===== src/rtl/regfile_wb_arbiter.sv =====
// regfile_wb_arbiter
//   Write-back arbiter and sole driver of the 32x32 register file write port.
//   Two producers (src 0 = ALU path, src 1 = load/long-latency path) hand
//   results over with valid/ready. Each source has its own circular FIFO.
//   One head per cycle is granted round-robin and issued on a registered
//   we3/a3/wd3 triple. q_pending reports whether a write to q_addr is
//   still queued or is being written this cycle.
//
// Ports
//   clk, rst              clock, synchronous active-high reset
//   s0_valid/ready/addr/data   source 0 push handshake and payload
//   s1_valid/ready/addr/data   source 1 push handshake and payload
//   we3, a3, wd3          register file write port (registered)
//   q_addr, q_pending     read-after-write hazard query (combinational)
module regfile_wb_arbiter #(
  parameter int DEPTH = 4
) (
  input  logic        clk,
  input  logic        rst,
  input  logic        s0_valid,
  output logic        s0_ready,
  input  logic [4:0]  s0_addr,
  input  logic [31:0] s0_data,
  input  logic        s1_valid,
  output logic        s1_ready,
  input  logic [4:0]  s1_addr,
  input  logic [31:0] s1_data,
  output logic        we3,
  output logic [4:0]  a3,
  output logic [31:0] wd3,
  input  logic [4:0]  q_addr,
  output logic        q_pending
);

  localparam int PW = $clog2(DEPTH);
  localparam int CW = PW + 1;
  localparam logic [CW-1:0] FULL = CW'(DEPTH);

  logic [4:0]    r_addr   [2][DEPTH];
  logic [31:0]   r_data   [2][DEPTH];
  logic [PW-1:0] r_wr_ptr [2];
  logic [PW-1:0] r_rd_ptr [2];
  logic [CW-1:0] r_count  [2];
  logic          r_rr;
  logic          r_we3;
  logic [4:0]    r_a3;
  logic [31:0]   r_wd3;

  logic [1:0]    w_valid;
  logic [1:0]    w_ready;
  logic [1:0]    w_push;
  logic [1:0]    w_nempty;
  logic [1:0]    w_grant;
  logic [4:0]    w_in_addr [2];
  logic [31:0]   w_in_data [2];
  logic          w_any;
  logic          w_gsrc;
  logic [4:0]    w_head_addr;
  logic [31:0]   w_head_data;
  logic          w_hit;
  logic [PW-1:0] w_off;

  assign w_valid      = {s1_valid, s0_valid};
  assign w_in_addr[0] = s0_addr;
  assign w_in_addr[1] = s1_addr;
  assign w_in_data[0] = s0_data;
  assign w_in_data[1] = s1_data;

  // Ready is forced low during reset so nothing is handshaken that the
  // reset edge would then discard.
  always_comb begin
    for (int i = 0; i < 2; i++) begin
      w_ready[i]  = !rst && (r_count[i] != FULL);
      w_nempty[i] = (r_count[i] != '0);
      // x0 writes complete the handshake but are never enqueued.
      w_push[i]   = w_valid[i] && w_ready[i] && (w_in_addr[i] != 5'd0);
    end
  end

  assign s0_ready = w_ready[0];
  assign s1_ready = w_ready[1];

  // Round-robin: with both heads present rr picks; with one present it wins.
  always_comb begin
    w_any  = 1'b0;
    w_gsrc = r_rr;
    if (w_nempty[0] && w_nempty[1]) begin
      w_any  = 1'b1;
      w_gsrc = r_rr;
    end else if (w_nempty[0]) begin
      w_any  = 1'b1;
      w_gsrc = 1'b0;
    end else if (w_nempty[1]) begin
      w_any  = 1'b1;
      w_gsrc = 1'b1;
    end
    w_grant[0] = w_any && !w_gsrc;
    w_grant[1] = w_any && w_gsrc;
  end

  assign w_head_addr = r_addr[w_gsrc][r_rd_ptr[w_gsrc]];
  assign w_head_data = r_data[w_gsrc][r_rd_ptr[w_gsrc]];

  // Entry storage needs no reset; validity is tracked by pointers and count.
  always_ff @(posedge clk) begin
    for (int i = 0; i < 2; i++) begin
      if (w_push[i]) begin
        r_addr[i][r_wr_ptr[i]] <= w_in_addr[i];
        r_data[i][r_wr_ptr[i]] <= w_in_data[i];
      end
    end
  end

  always_ff @(posedge clk) begin
    if (rst) begin
      for (int i = 0; i < 2; i++) begin
        r_wr_ptr[i] <= '0;
        r_rd_ptr[i] <= '0;
        r_count[i]  <= '0;
      end
      r_rr  <= 1'b0;
      r_we3 <= 1'b0;
      r_a3  <= '0;
      r_wd3 <= '0;
    end else begin
      for (int i = 0; i < 2; i++) begin
        if (w_push[i]) r_wr_ptr[i] <= r_wr_ptr[i] + PW'(1);
        if (w_grant[i]) r_rd_ptr[i] <= r_rd_ptr[i] + PW'(1);
        if (w_push[i] && !w_grant[i]) begin
          r_count[i] <= r_count[i] + CW'(1);
        end else if (!w_push[i] && w_grant[i]) begin
          r_count[i] <= r_count[i] - CW'(1);
        end
      end
      if (w_any) begin
        // Next priority goes to the source that did not just win.
        r_rr  <= ~w_gsrc;
        r_we3 <= 1'b1;
        r_a3  <= w_head_addr;
        r_wd3 <= w_head_data;
      end else begin
        r_we3 <= 1'b0;
      end
    end
  end

  assign we3 = r_we3;
  assign a3  = r_a3;
  assign wd3 = r_wd3;

  // A slot is live when its distance from rd_ptr (mod DEPTH) is below count.
  always_comb begin
    w_hit = 1'b0;
    w_off = '0;
    for (int i = 0; i < 2; i++) begin
      for (int j = 0; j < DEPTH; j++) begin
        w_off = PW'(j) - r_rd_ptr[i];
        if (({1'b0, w_off} < r_count[i]) && (r_addr[i][j] == q_addr)) begin
          w_hit = 1'b1;
        end
      end
    end
    q_pending = !rst && (q_addr != 5'd0) &&
                (w_hit || (r_we3 && (r_a3 == q_addr)));
  end

endmodule


===== config.mk =====
export PLATFORM = sky130hd
export DESIGN_NAME = regfile_wb_arbiter
export DESIGN_NICKNAME = d
export VERILOG_FILES = /design/src/rtl/regfile_wb_arbiter.sv
export SDC_FILE = /design/constraint.sdc
export NUM_CORES = 1
export LEC_CHECK = 0
export BUFFER_PORTS_ARGS = -buffer_cell sky130_fd_sc_hd__clkbuf_2
export CAP_MARGIN = 20
export CORE_MARGIN = 2
export CORE_UTILIZATION = 37
export CTS_BUF_LIST = sky130_fd_sc_hd__clkbuf_2 sky130_fd_sc_hd__clkbuf_4 sky130_fd_sc_hd__clkbuf_8
export DETAILED_ROUTE_END_ITERATION = 6
export HOLD_SLACK_MARGIN = 0.06
export MAX_ROUTING_LAYER = met4
export SETUP_SLACK_MARGIN = 0.1
export SKIP_LAST_GASP = 1
export SLEW_MARGIN = 0
export SYNTH_ARGS = -nofsm -noshare
export SYNTH_HDL_FRONTEND = slang
export SYNTH_SLANG_ARGS = --single-unit

===== constraint.sdc =====
create_clock -name clk -period 4.01 [get_ports clk]
set_input_delay 0.2005 -clock clk [delete_from_list [all_inputs] [get_ports clk]]
set_output_delay 0.2005 -clock clk [all_outputs]
set_load 0.02 [all_outputs]

Word-level counts from Yosys, hierarchy flattened
Memory sizes are Yosys's and may differ from the RTL's.
Cells that the tools add are included.
{ "totals": {"reg_bits": 39, "ramBits": 310, "in_bits": 83, "output_inout_bits": 41, "elab_cells": 168, "mem_count": 5} }
{ "classes": {"n_addsub": 16, "magnitude_cmp": 13, "n_eq_ne": 11, "muxes": 69, "n_bitwise": 12, "n_reduce_logical": 38} }
{ "mem_list": {"columns": ["name", "words", "width", "rd", "rd_ports_with_merged_regs", "write_ports", "line_no", "text"], "rows": [
  ["r_data", 2, 128, 1, 0, 2, "40", "logic [31:0] r_data [2][DEPTH];"],
  ["r_addr", 2, 20, 3, 0, 2, "39", "logic [4:0] r_addr [2][DEPTH];"],
  ["r_count", 2, 3, 2, 0, 2, "43", "logic [CW-1:0] r_count [2];"],
  ["r_rd_ptr", 2, 2, 3, 0, 2, "42", "logic [PW-1:0] r_rd_ptr [2];"],
  ["r_wr_ptr", 2, 2, 2, 0, 2, "41", "logic [PW-1:0] r_wr_ptr [2];"]
]} }
{ "ops": {"columns": ["cell", "count"], "rows": [
  ["two-way mux 128 bit", 2],
  ["demux 32 bit (select 2 bit)", 2],
  ["two-way mux 32 bit", 4],
  ["binary-select mux 32 bit (select 2 bit)", 1],
  ["equality test 5 bit", 9],
  ["two-way mux 1 bit", 43],
  ["two-way mux 20 bit", 2],
  ["logical AND 1 bit", 26],
  ["less-than comparator 2 x 3 -> 1 bit", 8],
  ["demux 5 bit (select 2 bit)", 2],
  ["two-way mux 5 bit", 4],
  ["nonzero test 5 bit", 3],
  ["two-way mux 3 bit", 4],
  ["binary-select mux 5 bit (select 2 bit)", 1],
  [">= comparator 3 bit, second input constant", 3],
  ["inverter 2 -> 3 bit", 3],
  ["adder 2 x 1 -> 2 bit, second input constant", 4],
  ["two-way mux 2 bit", 4],
  ["OR 1 bit", 8],
  ["subtractor 1 x 2 -> 2 bit, first input constant", 4],
  ["subtractor 2 bit, first input constant", 4],
  ["adder 3 x 1 -> 3 bit, second input constant", 2],
  ["zero test 1 bit", 6],
  ["less-than comparator 3 x 1 -> 1 bit, second input constant", 2],
  ["other kinds (5)", 8]
]} }

Logic depth before layout (Yosys ltp)
{ "logic_depth": {"ltp_word": 13, "ltp_mapped": 10, "mapped_depth_nobuf": 9} }

Worst setup path after synthesis
OpenSTA, ideal clock, no wires.
{ "synth_timing": {"path_kind": "register to output", "start": "memory r_rd_ptr[0][0] in the netlist's numbering", "end": "output q_pending", "arrival_time_ns": 2.454, "required_time_ns": 3.809, "setup_slack_ns": 1.355, "path_stages_with_launch": 10, "path_buffers": 3, "cell_sequence": "edfxtp_1 -> buf_2 -> buf_2 -> buf_2 -> xnor2_1 -> inv_1 -> ha_1 -> a2111oi_0 -> or4_1 -> o31a_1"} }
{ "synth_lines": {"columns": ["element", "line_no", "text"], "rows": [
  ["start, declared", "42", null],
  ["end, declared", "32", "output logic q_pending"]
]} }

==> impl_metrics.ini <==
[logic_synthesis]
synth-warning-count = 0
synthesis.nets = 873
post_synth_inst_count = 770
number_of_synthesized_flops_with_an_enable_pin = 310
synth_seq_cells = 349
asyncSetResetFlopFracSynth_pct = 0
yosysUniqueCellTypes = 51
post_synth_main_area_contributors = edfxtp_1 (66%), mux4_2 (12%), dfxtp_1 (5.5%)
synth.largest_area_cell = edfxtp_1
synth_area_sq_um = 14200
syn_avg_cell_area_sq_um = 18.4
synth_top_cell_area_share_pct = 65.6
synth_seq_area_share_pct = 71.1
ys_dominant_reg_cell = edfxtp_1

[global_route]
largest_net_degree_at_the_start_of_global_routing = 75
grt_remaining_overflow = 0
met1_usage_pct = 22.2
busiest_layer = met2
grtUsageMet3_pct = 4.10
gr-usage-met2_pct = 25.8
global_route.usage.total_pct = 16.8
first_pass_grt_wire_length_mm = 47.9
first_global_vias = 7933
antenna_found_initial = 5

[cts]
cts.reportedPaths.clkPinSlew_ns = 0.06
clkSinkCount = 349
htree_num_levels = 2
cts.repair.resized = 0
clk_root_buffer_cell = clkbuf_8
tritoncts = built
cts.path.max_buffers = 3
cts_made_buffers = 57
insertion_delay_ns = 0.62

[timing]
slew_headroom_pct = 43.0
highest_clock_rate_mhz = 301
number_of_failing_setup_endpoints_in_the_final_timing_report = 0
holdWs_ns = 0.346
skew_ns = 0.0249
fin_crit_sh_pct = 82.8
grt_setup_unrepaired = false
timing_worst_slew_pin_value_ns = 0.855
fin_tns_setup_ns = 0
finalHoldViolCount = 0
drv_slew = 0
period_needed_ns = 3.32
layout_setup_ws_ns = 0.691

[final_layout]
post-route-cell-area_sq_um = 17400
layout-drive-gt1-share_pct = 31.8
layout_common_cells = edfxtp_1 (310), clkbuf_2 (123), dlygate4sd3_1 (75), mux4_2 (74), clkbuf_8 (64)
area_growth_pct = 22.6
fillerInstances = 3321
area.sequential_sq_um = 10100
multiInputGateArea_sq_um = 3830
design.final.nets = 1110
post-route-util_pct = 46.1
fin_cells = 1571
layout.cells.most_common = edfxtp_1

[power_and_ir_drop]
max-vdd-ir-drop_v = 0.000397
combinationalPowerShare_pct = 30.0
clock_network_fraction_of_total_power_pct = 28.7
power_switching_share_pct = 31.1
finalPower_mw = 11.3
power.switching_mw = 3.52
power_leakage_nw = 6.18
power.share.sequential_pct = 41.2
intPower_mw = 7.81
p_per_area_nw_per_um2 = 651

[die]
rows = 71
die_width_microns = 200
dieArea_sq_um = 39900
floorplan.initialDensity_pct = 37.6
core_area_sq_um = 37800
pin_count = 124
chipHeight_microns = 200

[detailed_routing]
drt-wirelength-per-cell_microns = 20.3
drc_errors = 0
via_count = 7636
drt-vias-per-instance = 4.86
wl_mm = 31.9
drt.antenna.violating_nets = 0
drtPass1Iterations = 5
initial_drc_count = 426

[place]
place_area_sq_um = 15400
buffer_ports.inserted = 123
finalWeightedCongestion = 0.810
place_inst = 1384
preCtsSetupSlack_ns = 1.30
dp.final_hpwl_mm = 20.5

[critical_path]
peak_fanout_along_the_critical_path = 40
startpoint_type = flop
worst_ep_required_time_ns = 3.81
arrival_time_at_the_worst_endpoint_ns = 3.12
worstSetupEndpointType = output pin
critPathKind = reg2out

[hold_path]
worst_hold_path_type = in2reg

[job]
cap_violations = 0

[outcome]
status = completed
cell families (layout without fill, tap and decap cells):
logic type | Yosys count | in the layout | synth area share [%]
flops | 349 | 349 | 71.1
mux | 111 | 111 | 14.3
compound gates | 74 | 74 | 3.85
simple gates | 105 | 105 | 3.75
buf+inv | 60 | 345 | 2.00
other cells | 0 | 5 | 0
xor+xnor | 50 | 50 | 3.09
fa+ha+maj | 21 | 21 | 1.89
state kept, by name, summed over array words and instances, names as in the netlist:
register / cells
a3: 5
r_rd_ptr: 4
r_addr: 40
r_wr_ptr: 4
r_data: 256
wd3: 32
we3: 1
r_rr: 1
r_count: 6
area by class of cell:
class                      count  share of cell area [%]
clock inverter                30                    1.40
antenna                        5                  0.0719
multi-input combinational    361                    22.0
inverter                      16                   0.345
sequential                   349                    58.0
clock buffer                  77                    5.62
tap                          511                    3.67
timing repair buffer         222                    8.89
per-layer routing:
layer,share of wire [%],wire length [microns]
met5,0,0
met1,46,14600
met4,2.2,694
met3,5.3,1690
met2,47,14900
cells in the mapped netlist, types with 3 or more instances:
cell type and n:
nor2b_1 5, ha_1 19, nor2_1 49, and2_1 3, dfxtp_1 39, inv_1 16
buf_6 4, a2111oi_0 3, o2111ai_1 3, a21oi_1 13, nand4_1 3, clkbuf_1 20
mux2i_1 37, nand2_1 10, xnor2_1 25, edfxtp_1 310, buf_2 17, a211oi_1 37
and2_2 4, o211ai_1 4, mux4_2 74, nor3_1 8, xor2_1 25, and3_1 5
nand2b_1 3
critical path: stages, from the launching register on:
cell and delay, ns:
edfxtp_1 0.36, buf_4 0.68, inv_1 0.10, a21oi_1 0.21, a2111oi_0 0.12, or4_1 0.53, o31a_1 0.32, clkbuf_2 0.17
worst paths after layout:
check | startpoint | endpoint | slack, ns | cells past startpoint
worst max-delay path | r_rd_ptr[0][0] | q_pending | 0.69 | 7
worst max register to register | r_count[0][2] | wd3[25] | 1.36 | 5
worst min register to register | wd3[6] | wd3[6] | 0.50 | 2
worst min-delay path | s0_data[2] | r_data[0][98] | 0.35 | 2
power groups by stage:
stage          Combinational, mW  Clock [mW]  Sequential [mW]
5_1_grt                     3.72        3.52             4.72
3_3_place_gp                3.37           0             4.74
6_report                    3.40        3.25             4.67
3_5_place_dp                3.40           0             4.75
2_1_floorplan               2.38           0             4.85
4_1_cts                     3.47        3.35             4.68
timing repair:
action,CTS,global route
buffers inserted,0,0
endpoints found under the hold margin,307,0
hold buffers,75,0
Power figures use the tool's default switching activity.
